===== src/rtl/spi_tx_arbiter_if.sv =====
// Bus bundle between the SPI word producers, the transmit arbiter and the serial pins.
// The master modport is the producer/bench side and the slave modport is the arbiter side.
interface spi_tx_arbiter_if #(
    parameter int NUM_REQ = 4,
    parameter int DATA_W  = 16
);
    logic [NUM_REQ-1:0]        req;
    logic [NUM_REQ*DATA_W-1:0] datain;
    logic [NUM_REQ-1:0]        grant;
    logic                      done;
    logic [2:0]                done_id;
    logic                      busy;
    logic                      spi_cs_l;
    logic                      spi_sclk;
    logic                      spi_data;
    logic [4:0]                counter;

    modport master (
        output req, datain,
        input  grant, done, done_id, busy, spi_cs_l, spi_sclk, spi_data, counter
    );

    modport slave (
        input  req, datain,
        output grant, done, done_id, busy, spi_cs_l, spi_sclk, spi_data, counter
    );
endinterface


===== src/rtl/spi_tx_arbiter.sv =====
// Shares one 16-bit MSB-first SPI (mode 0) transmit channel between NUM_REQ requesters.
// Round-robin by default; define SPI_ARB_FIXED_PRIO_EN for fixed lowest-index-wins priority.
module spi_tx_arbiter #(
    parameter int NUM_REQ   = 4,
    parameter int DATA_W    = 16,
    parameter int SCLK_HALF = 1
) (
    input  logic            clk,
    input  logic            reset,
    spi_tx_arbiter_if.slave bus
);
    localparam int               DIV_W     = (SCLK_HALF > 1) ? $clog2(SCLK_HALF) : 1;
    localparam logic [DIV_W-1:0] DIV_LAST  = DIV_W'(SCLK_HALF - 1);
    localparam logic [4:0]       LAST_HALF = 5'd31;

    typedef enum logic [1:0] {
        S_IDLE,
        S_START,
        S_SHIFT,
        S_STOP
    } state_t;

    state_t              r_state,   w_state;
    logic [DIV_W-1:0]    r_div,     w_div;
    logic [4:0]          r_half,    w_half;
    logic [DATA_W-1:0]   r_shift,   w_shift;
    logic [2:0]          r_owner,   w_owner;
    logic [NUM_REQ-1:0]  r_grant,   w_grant;
    logic                r_done,    w_done;
    logic [2:0]          r_done_id, w_done_id;
    logic                r_busy,    w_busy;
    logic                r_cs_l,    w_cs_l;
    logic                r_sclk,    w_sclk;
    logic [4:0]          r_counter, w_counter;

    logic                w_found;
    logic [2:0]          w_winner;

`ifndef SPI_ARB_FIXED_PRIO_EN
    logic [2:0]          r_last;
    int                  w_bestDist;
`endif

    // Winner selection: the requester closest after the last winner (or the lowest index in fixed mode)
    always_comb begin
        w_found  = 1'b0;
        w_winner = '0;
`ifdef SPI_ARB_FIXED_PRIO_EN
        for (int i = NUM_REQ - 1; i >= 0; i--) begin
            if (bus.req[i]) begin
                w_found  = 1'b1;
                w_winner = 3'(i);
            end
        end
`else
        w_bestDist = NUM_REQ;
        for (int i = 0; i < NUM_REQ; i++) begin
            if (bus.req[i] && (((i + 2*NUM_REQ - int'(r_last) - 1) % NUM_REQ) < w_bestDist)) begin
                w_found    = 1'b1;
                w_winner   = 3'(i);
                w_bestDist = (i + 2*NUM_REQ - int'(r_last) - 1) % NUM_REQ;
            end
        end
`endif
    end

`ifndef SPI_ARB_FIXED_PRIO_EN
    // Reset to the top index so that requester 0 is the first to win
    always_ff @(posedge clk or posedge reset) begin
        if (reset) begin
            r_last <= 3'(NUM_REQ - 1);
        end else if (r_state == S_IDLE && w_found) begin
            r_last <= w_winner;
        end
    end
`endif

    // Frame sequencer; the data pin is the MSB of the shift register, so a falling edge is just a shift
    always_comb begin
        w_state   = r_state;
        w_div     = r_div;
        w_half    = r_half;
        w_shift   = r_shift;
        w_owner   = r_owner;
        w_grant   = '0;
        w_done    = 1'b0;
        w_done_id = r_done_id;
        w_busy    = r_busy;
        w_cs_l    = r_cs_l;
        w_sclk    = r_sclk;
        w_counter = r_counter;

        case (r_state)
            S_IDLE: begin
                if (w_found) begin
                    for (int j = 0; j < NUM_REQ; j++) begin
                        if (w_winner == 3'(j)) begin
                            w_grant[j] = 1'b1;
                            w_shift    = bus.datain[j*DATA_W +: DATA_W];
                        end
                    end
                    w_owner = w_winner;
                    w_busy  = 1'b1;
                    w_cs_l  = 1'b0;
                    w_div   = '0;
                    w_state = S_START;
                end
            end
            S_START: begin
                if (r_div == DIV_LAST) begin
                    w_div     = '0;
                    w_half    = '0;
                    w_sclk    = 1'b1;
                    w_counter = r_counter + 5'd1;
                    w_state   = S_SHIFT;
                end else begin
                    w_div = r_div + DIV_W'(1);
                end
            end
            S_SHIFT: begin
                // Half-period 31 is the low phase after the 16th falling edge
                if (r_div == DIV_LAST) begin
                    w_div = '0;
                    if (r_half == LAST_HALF) begin
                        w_state = S_STOP;
                    end else begin
                        w_half = r_half + 5'd1;
                        if (r_sclk) begin
                            w_sclk  = 1'b0;
                            w_shift = r_shift << 1;
                        end else begin
                            w_sclk    = 1'b1;
                            w_counter = r_counter + 5'd1;
                        end
                    end
                end else begin
                    w_div = r_div + DIV_W'(1);
                end
            end
            S_STOP: begin
                if (r_div == DIV_LAST) begin
                    w_div     = '0;
                    w_cs_l    = 1'b1;
                    w_busy    = 1'b0;
                    w_done    = 1'b1;
                    w_done_id = r_owner;
                    w_counter = '0;
                    w_shift   = '0;
                    w_state   = S_IDLE;
                end else begin
                    w_div = r_div + DIV_W'(1);
                end
            end
            default: begin
                w_state = S_IDLE;
            end
        endcase
    end

    always_ff @(posedge clk or posedge reset) begin
        if (reset) begin
            r_state   <= S_IDLE;
            r_div     <= '0;
            r_half    <= '0;
            r_shift   <= '0;
            r_owner   <= '0;
            r_grant   <= '0;
            r_done    <= 1'b0;
            r_done_id <= '0;
            r_busy    <= 1'b0;
            r_cs_l    <= 1'b1;
            r_sclk    <= 1'b0;
            r_counter <= '0;
        end else begin
            r_state   <= w_state;
            r_div     <= w_div;
            r_half    <= w_half;
            r_shift   <= w_shift;
            r_owner   <= w_owner;
            r_grant   <= w_grant;
            r_done    <= w_done;
            r_done_id <= w_done_id;
            r_busy    <= w_busy;
            r_cs_l    <= w_cs_l;
            r_sclk    <= w_sclk;
            r_counter <= w_counter;
        end
    end

    assign bus.grant    = r_grant;
    assign bus.done     = r_done;
    assign bus.done_id  = r_done_id;
    assign bus.busy     = r_busy;
    assign bus.spi_cs_l = r_cs_l;
    assign bus.spi_sclk = r_sclk;
    assign bus.spi_data = r_shift[DATA_W-1];
    assign bus.counter  = r_counter;
endmodule


===== src/flat_wrapper.sv =====
// flat-port wrapper written by rule: the top's interface ports become plain ports
module spi_tx_arbiter_flat 
#(
    parameter int NUM_REQ   = 4,
    parameter int DATA_W    = 16,
    parameter int SCLK_HALF = 1
)
  (clk, reset, bus_req, bus_datain, bus_grant, bus_done, bus_done_id, bus_busy, bus_spi_cs_l, bus_spi_sclk, bus_spi_data, bus_counter);
  spi_tx_arbiter_if #(.NUM_REQ(NUM_REQ), .DATA_W(DATA_W)) bus_i ();
  input  logic clk;
  input  logic reset;
  input wire logic [$bits(bus_i.req)-1:0] bus_req;
  input wire logic [$bits(bus_i.datain)-1:0] bus_datain;
  output wire logic [$bits(bus_i.grant)-1:0] bus_grant;
  output wire logic [$bits(bus_i.done)-1:0] bus_done;
  output wire logic [$bits(bus_i.done_id)-1:0] bus_done_id;
  output wire logic [$bits(bus_i.busy)-1:0] bus_busy;
  output wire logic [$bits(bus_i.spi_cs_l)-1:0] bus_spi_cs_l;
  output wire logic [$bits(bus_i.spi_sclk)-1:0] bus_spi_sclk;
  output wire logic [$bits(bus_i.spi_data)-1:0] bus_spi_data;
  output wire logic [$bits(bus_i.counter)-1:0] bus_counter;
  assign bus_i.req = bus_req;
  assign bus_i.datain = bus_datain;
  assign bus_grant = bus_i.grant;
  assign bus_done = bus_i.done;
  assign bus_done_id = bus_i.done_id;
  assign bus_busy = bus_i.busy;
  assign bus_spi_cs_l = bus_i.spi_cs_l;
  assign bus_spi_sclk = bus_i.spi_sclk;
  assign bus_spi_data = bus_i.spi_data;
  assign bus_counter = bus_i.counter;
  spi_tx_arbiter #(.NUM_REQ(NUM_REQ), .DATA_W(DATA_W), .SCLK_HALF(SCLK_HALF)) u_core (.clk(clk), .reset(reset), .bus(bus_i));
endmodule

===== config.mk =====
export PLATFORM = sky130hd
export DESIGN_NAME = spi_tx_arbiter_flat
export DESIGN_NICKNAME = d
export VERILOG_FILES = /design/src/rtl/spi_tx_arbiter_if.sv /design/src/rtl/spi_tx_arbiter.sv /design/src/flat_wrapper.sv
export SDC_FILE = /design/constraint.sdc
export NUM_CORES = 1
export LEC_CHECK = 0
export ABC_CLOCK_PERIOD_IN_PS = 11800
export BUFFER_PORTS_ARGS = -buffer_cell sky130_fd_sc_hd__buf_4
export CAP_MARGIN = 20
export CORE_MARGIN = 2
export CORE_UTILIZATION = 44
export CTS_CLUSTER_SIZE = 40
export DETAILED_ROUTE_END_ITERATION = 16
export PLACE_DENSITY = 0.7
export SLEW_MARGIN = 30
export SYNTH_ARGS = -nofsm -noshare
export SYNTH_HDL_FRONTEND = slang
export SYNTH_SLANG_ARGS = --single-unit
export TNS_END_PERCENT = 50

===== constraint.sdc =====
create_clock -name clk -period 11.8 [get_ports clk]
set_clock_uncertainty 0.15 [all_clocks]
set_input_delay 0.59 -clock clk [delete_from_list [all_inputs] [get_ports clk]]
set_output_delay 0.59 -clock clk [all_outputs]
set_load 0.02 [all_outputs]

==> summary.txt <==
Run status
  – Status: complete, but fails checks
  – Violated checks: design-rule violations

Drt
  – Drt wl/cell: 14.9 µm
  – DR DRC count: 3
  – Wire length reported by the detailed router: 7010 µm
  – Drt first pass iters: 10
  – Initial DRC Count: 147
  – Vias per std cell: 5.41
  – Vias: 2542
  – Post-DRT Antenna Nets: 0

Critical path
  – CP max-delay cell: dfstp_2
  – R2R setup slack: 5580 ps
  – Worst Path Class, Setup: register to register
  – Critical Path RT: 11860 ps
  – Worst flop-to-flop path endpoint: u_core.r_shift[5]$_DFFE_PP0P_
  – Reg2reg path depth: 23
  – Buf/Inv on CP: 2
  – Nature of the critical path startpoint: register
  – Critical Path, Cell by Cell: inv_1, ha_1, nor4b_1, or2b_1, inv_1, ha_1, nand2b_1, o221ai_4, mux2_4, ha_1, and4bb_2, a2bb2oi_1, o21a_1, nand2_1, o21ai_0, ha_1, nor2_1, nor4_1, mux2i_1, a31o_2, o21ba_2, nor2_1, a31oi_1
  – CP Capture Type: register
  – Critical Path Fanout Max: 31
  – Crit path DAT: 6280 ps
  – CP most frequent cell: ha_1
  – Crit path from: u_core.r_last[0]$_DFFE_PP1P_
  – CP peak stage delay: 660 ps
  – Worst reg2reg startpoint: u_core.r_last[0]$_DFFE_PP1P_
  – CP top delay family: compound AO/OA/AOI/OAI gates

STA
  – RSZ-0062 raised after global routing: false
  – Fin worst setup slack: 5580 ps
  – Fin. max-slew vios: 0
  – Final setup violation count: 0
  – Final period util: 52.7%
  – Max-slew headroom: 53.0%
  – Setup_tns: 0 ps
  – Final hold vios: 0
  – Max frequency: 0.161 GHz
  – Worst-margin pin slew: 702 ps
  – Minimum clock period: 6220 ps

CTS
  – CTS root buffer: clkbuf_8
  – CTS tree: done
  – Clock slew at the register clock pins of the worst setup and hold paths: 90 ps
  – Worst skew pair latency: 300 ps
  – CTS buffer count: 5
  – # hold bufs at CTS: 0
  – Clk sinks: 42
  – Post-CTS Repair Setup Buffers: 0
  – Max Root-Sink Buffers: 2
  – CTS H-tree depth: 2
  – Post-CTS sizing: 0

Finish
  – Antenna diode count: 0
  – Register area: 1050 µm²
  – Core Util, Final: 57.3%
  – Area of the multi-input gates: 1730 µm²
  – Share of cells above drive strength 1: 32.6%
  – Most common cell after layout, fill and taps aside: buf_4
  – Filler cells: 587
  – Post-route cell area: 3680 µm²
  – Most frequent cells in the layout: buf_4 (87), dfrtp_1 (39), nand2_1 (32), nor2_1 (29), o21ai_0 (20)
  – Synth-to-layout area growth: 25.1%
  – Layout Nets: 481

Synthesis
  – Complex-gate fraction of the synthesized area: 25.5%
  – Top_reg_cell synth: dfrtp_1
  – Net Count, Synth: 405
  – Seq/Total Area, Yosys: 35.8%
  – Main combinational cell family by area after synthesis: compound AO/OA/AOI/OAI gates
  – Synth Area in Adders: 8.08%
  – Synthesis Warnings: 0
  – Number of distinct library cells after synthesis: 59
  – FF+latch count, synth: 42
  – Cell Area, Synth: 2940 µm²
  – Syn_area_per_cell: 9.31 µm²
  – XOR/XNOR Fraction of Synth Area: 0.893%
  – EDFF count, synth: 0
  – Share of the synthesized area in the top cell type: 33.2%
  – Largest area contributor in the netlist: dfrtp_1
  – Async SR Flop Fraction: 100%
  – Simple-gate portion of the synthesized area: 16.4%
  – Post-Synthesis Cells: 316
  – Post-synthesis mux area share: 7.44%
  – Largest cells by area after synthesis: dfrtp_1 (33%), ha_1 (8.1%), mux2i_1 (5.8%)

Power and ir drop
  – Switching power total: 639 µW
  – P_leak: 1.77 nW
  – Sequential power share: 22.1%
  – P_int: 622 µW
  – Clock power share: 7.3%
  – Peak supply drop: 0.192 mV
  – Sw Ratio: 50.7%
  – Pwr Density: 343 nW/µm²
  – Combinational power share: 70.6%

Global routing
  – Grt ovf: 0
  – First-pass GRT wire length: 11600 µm
  – Initial antenna violation count: 0
  – Vias in the first global route: 2465
  – Largest net degree at the start of global routing: 43
  – Total global-route track usage: 19.7%

Placed design
  – Routability cong.: 0.851
  – Port bufs: 85
  – Placement Setup Slack: 5630 ps
  – Placed Instance Area: 3590 µm²
  – Post-DP HPWL: 5400 µm

Floorplan
  – Die area: 7360 µm²
  – Die height: 85.8 µm
  – Total I/O pin count: 87
  – CORE AREA: 6420 µm²
  – Starting Density: 45.8%
  – DIE WIDTH: 85.8 µm
  – Std cell rows: 29

Job
  – Max-cap violations: 0

Min path
  – Worst min-delay path class: input pin to asynchronous set/reset pin
==> worst reg2reg max path, cell delays in order, from the launching register on <==
cell	delay, ps
dfstp_2	660
inv_1	150
ha_1	250
nor4b_1	410
or2b_1	170
inv_1	40
ha_1	260
nand2b_1	100
o221ai_4	350
mux2_4	370
ha_1	330
and4bb_2	250
a2bb2oi_1	280
o21a_1	290
nand2_1	80
o21ai_0	90
ha_1	260
nor2_1	240
nor4_1	100
mux2i_1	290
a31o_2	280
o21ba_2	520
nor2_1	90
a31oi_1	170
==> stage by stage <==
step | total power [mW] | hold WS [ps] | instances
after floorplan | 0.995 | 299 | 316
after CTS | 1.26 | 288 | 470
final | 1.26 | 273 | 470
after global placement | 1.15 | 311 | 462
after detailed placement | 1.17 | 322 | 462
after global routing | 1.39 | 323 | 470
==> Yosys cell counts, drive strengths merged, types with 2 or more instances <==
master and instances:
dfrtp 39, nand2 32, nor2 30, o21ai 22, ha 19, mux2i 17, inv 16, a22oi 15
a31oi 15, o211ai 15, a21oi 14, buf 11, clkbuf 7, nand3 6, nor3 6, nand2b 5
mux2 4, and3 3, dfstp 3, nand4 3, nor2b 3, a22o 2, nand3b 2, o21a 2
o221a 2, o2bb2ai 2, xor2 2
==> power groups by stage <==
| stage | combinational (mW) | clock, mW | sequential [mW] |
|---|---|---|---|
| 4_1_cts | 0.891 | 0.0948 | 0.279 |
| 3_5_place_dp | 0.890 | 0 | 0.282 |
| 2_1_floorplan | 0.702 | 0 | 0.294 |
| 3_3_place_gp | 0.867 | 0 | 0.278 |
| 5_1_grt | 0.996 | 0.100 | 0.289 |
| 6_report | 0.890 | 0.0918 | 0.279 |
==> routing by layer <==
metal  wire length [µm]  share of wire [%]  vias up  GRT usage [%]
li1                   -                  -     1297              -
met1               3360                 48     1163           28.5
met2               3230                 46       71           29.9
met3                295                4.2       11           3.18
met4                127                1.8        0           6.78
met5                  0                  0        -              0
==> logic make-up (layout without fill, tap and decap cells) <==
| family | count (synthesis) | count (layout) |
|---|---|---|
| simple gates | 98 | 98 |
| other cells | 1 | 1 |
| mux | 21 | 21 |
| buf+inv | 34 | 111 |
| xor+xnor | 3 | 3 |
| fa+ha+maj | 19 | 19 |
| flops | 42 | 42 |
| compound gates | 98 | 98 |
==> how the worst max path moves through the flow <==
stage	to	slack (ps)	cells after the start
after floorplan	u_core.r_shift[5]$_DFFE_PP0P_	6330	25
after global placement	u_core.r_shift[3]$_DFFE_PP0P_	5670	21
after detailed placement	u_core.r_shift[5]$_DFFE_PP0P_	5630	23
after CTS	u_core.r_shift[5]$_DFFE_PP0P_	5630	23
after global routing	u_core.r_shift[15]$_DFFE_PP0P_	5090	23
final	u_core.r_shift[5]$_DFFE_PP0P_	5580	23
==> area by class of cell <==
cell class	instances	share of cell area [%]
clock buffers	6	1.97
clock inverters	2	0.374
inverters	16	1.63
multi-input cells	240	47.0
flip-flops and latches	42	28.7
well taps	77	2.62
repair buffers	87	17.7
==> flip-flops by register name (all words and copies together), names as in the netlist, 2 cells and up <==
name / flops
u_core.bus.grant: 4
u_core.bus.counter: 5
u_core.r_last: 2
u_core.r_owner: 2
u_core.r_state: 2
u_core.r_shift: 16
u_core.r_half: 5
u_core.bus.done_id: 2
No activity file was read; power rests on OpenSTA's default activity.
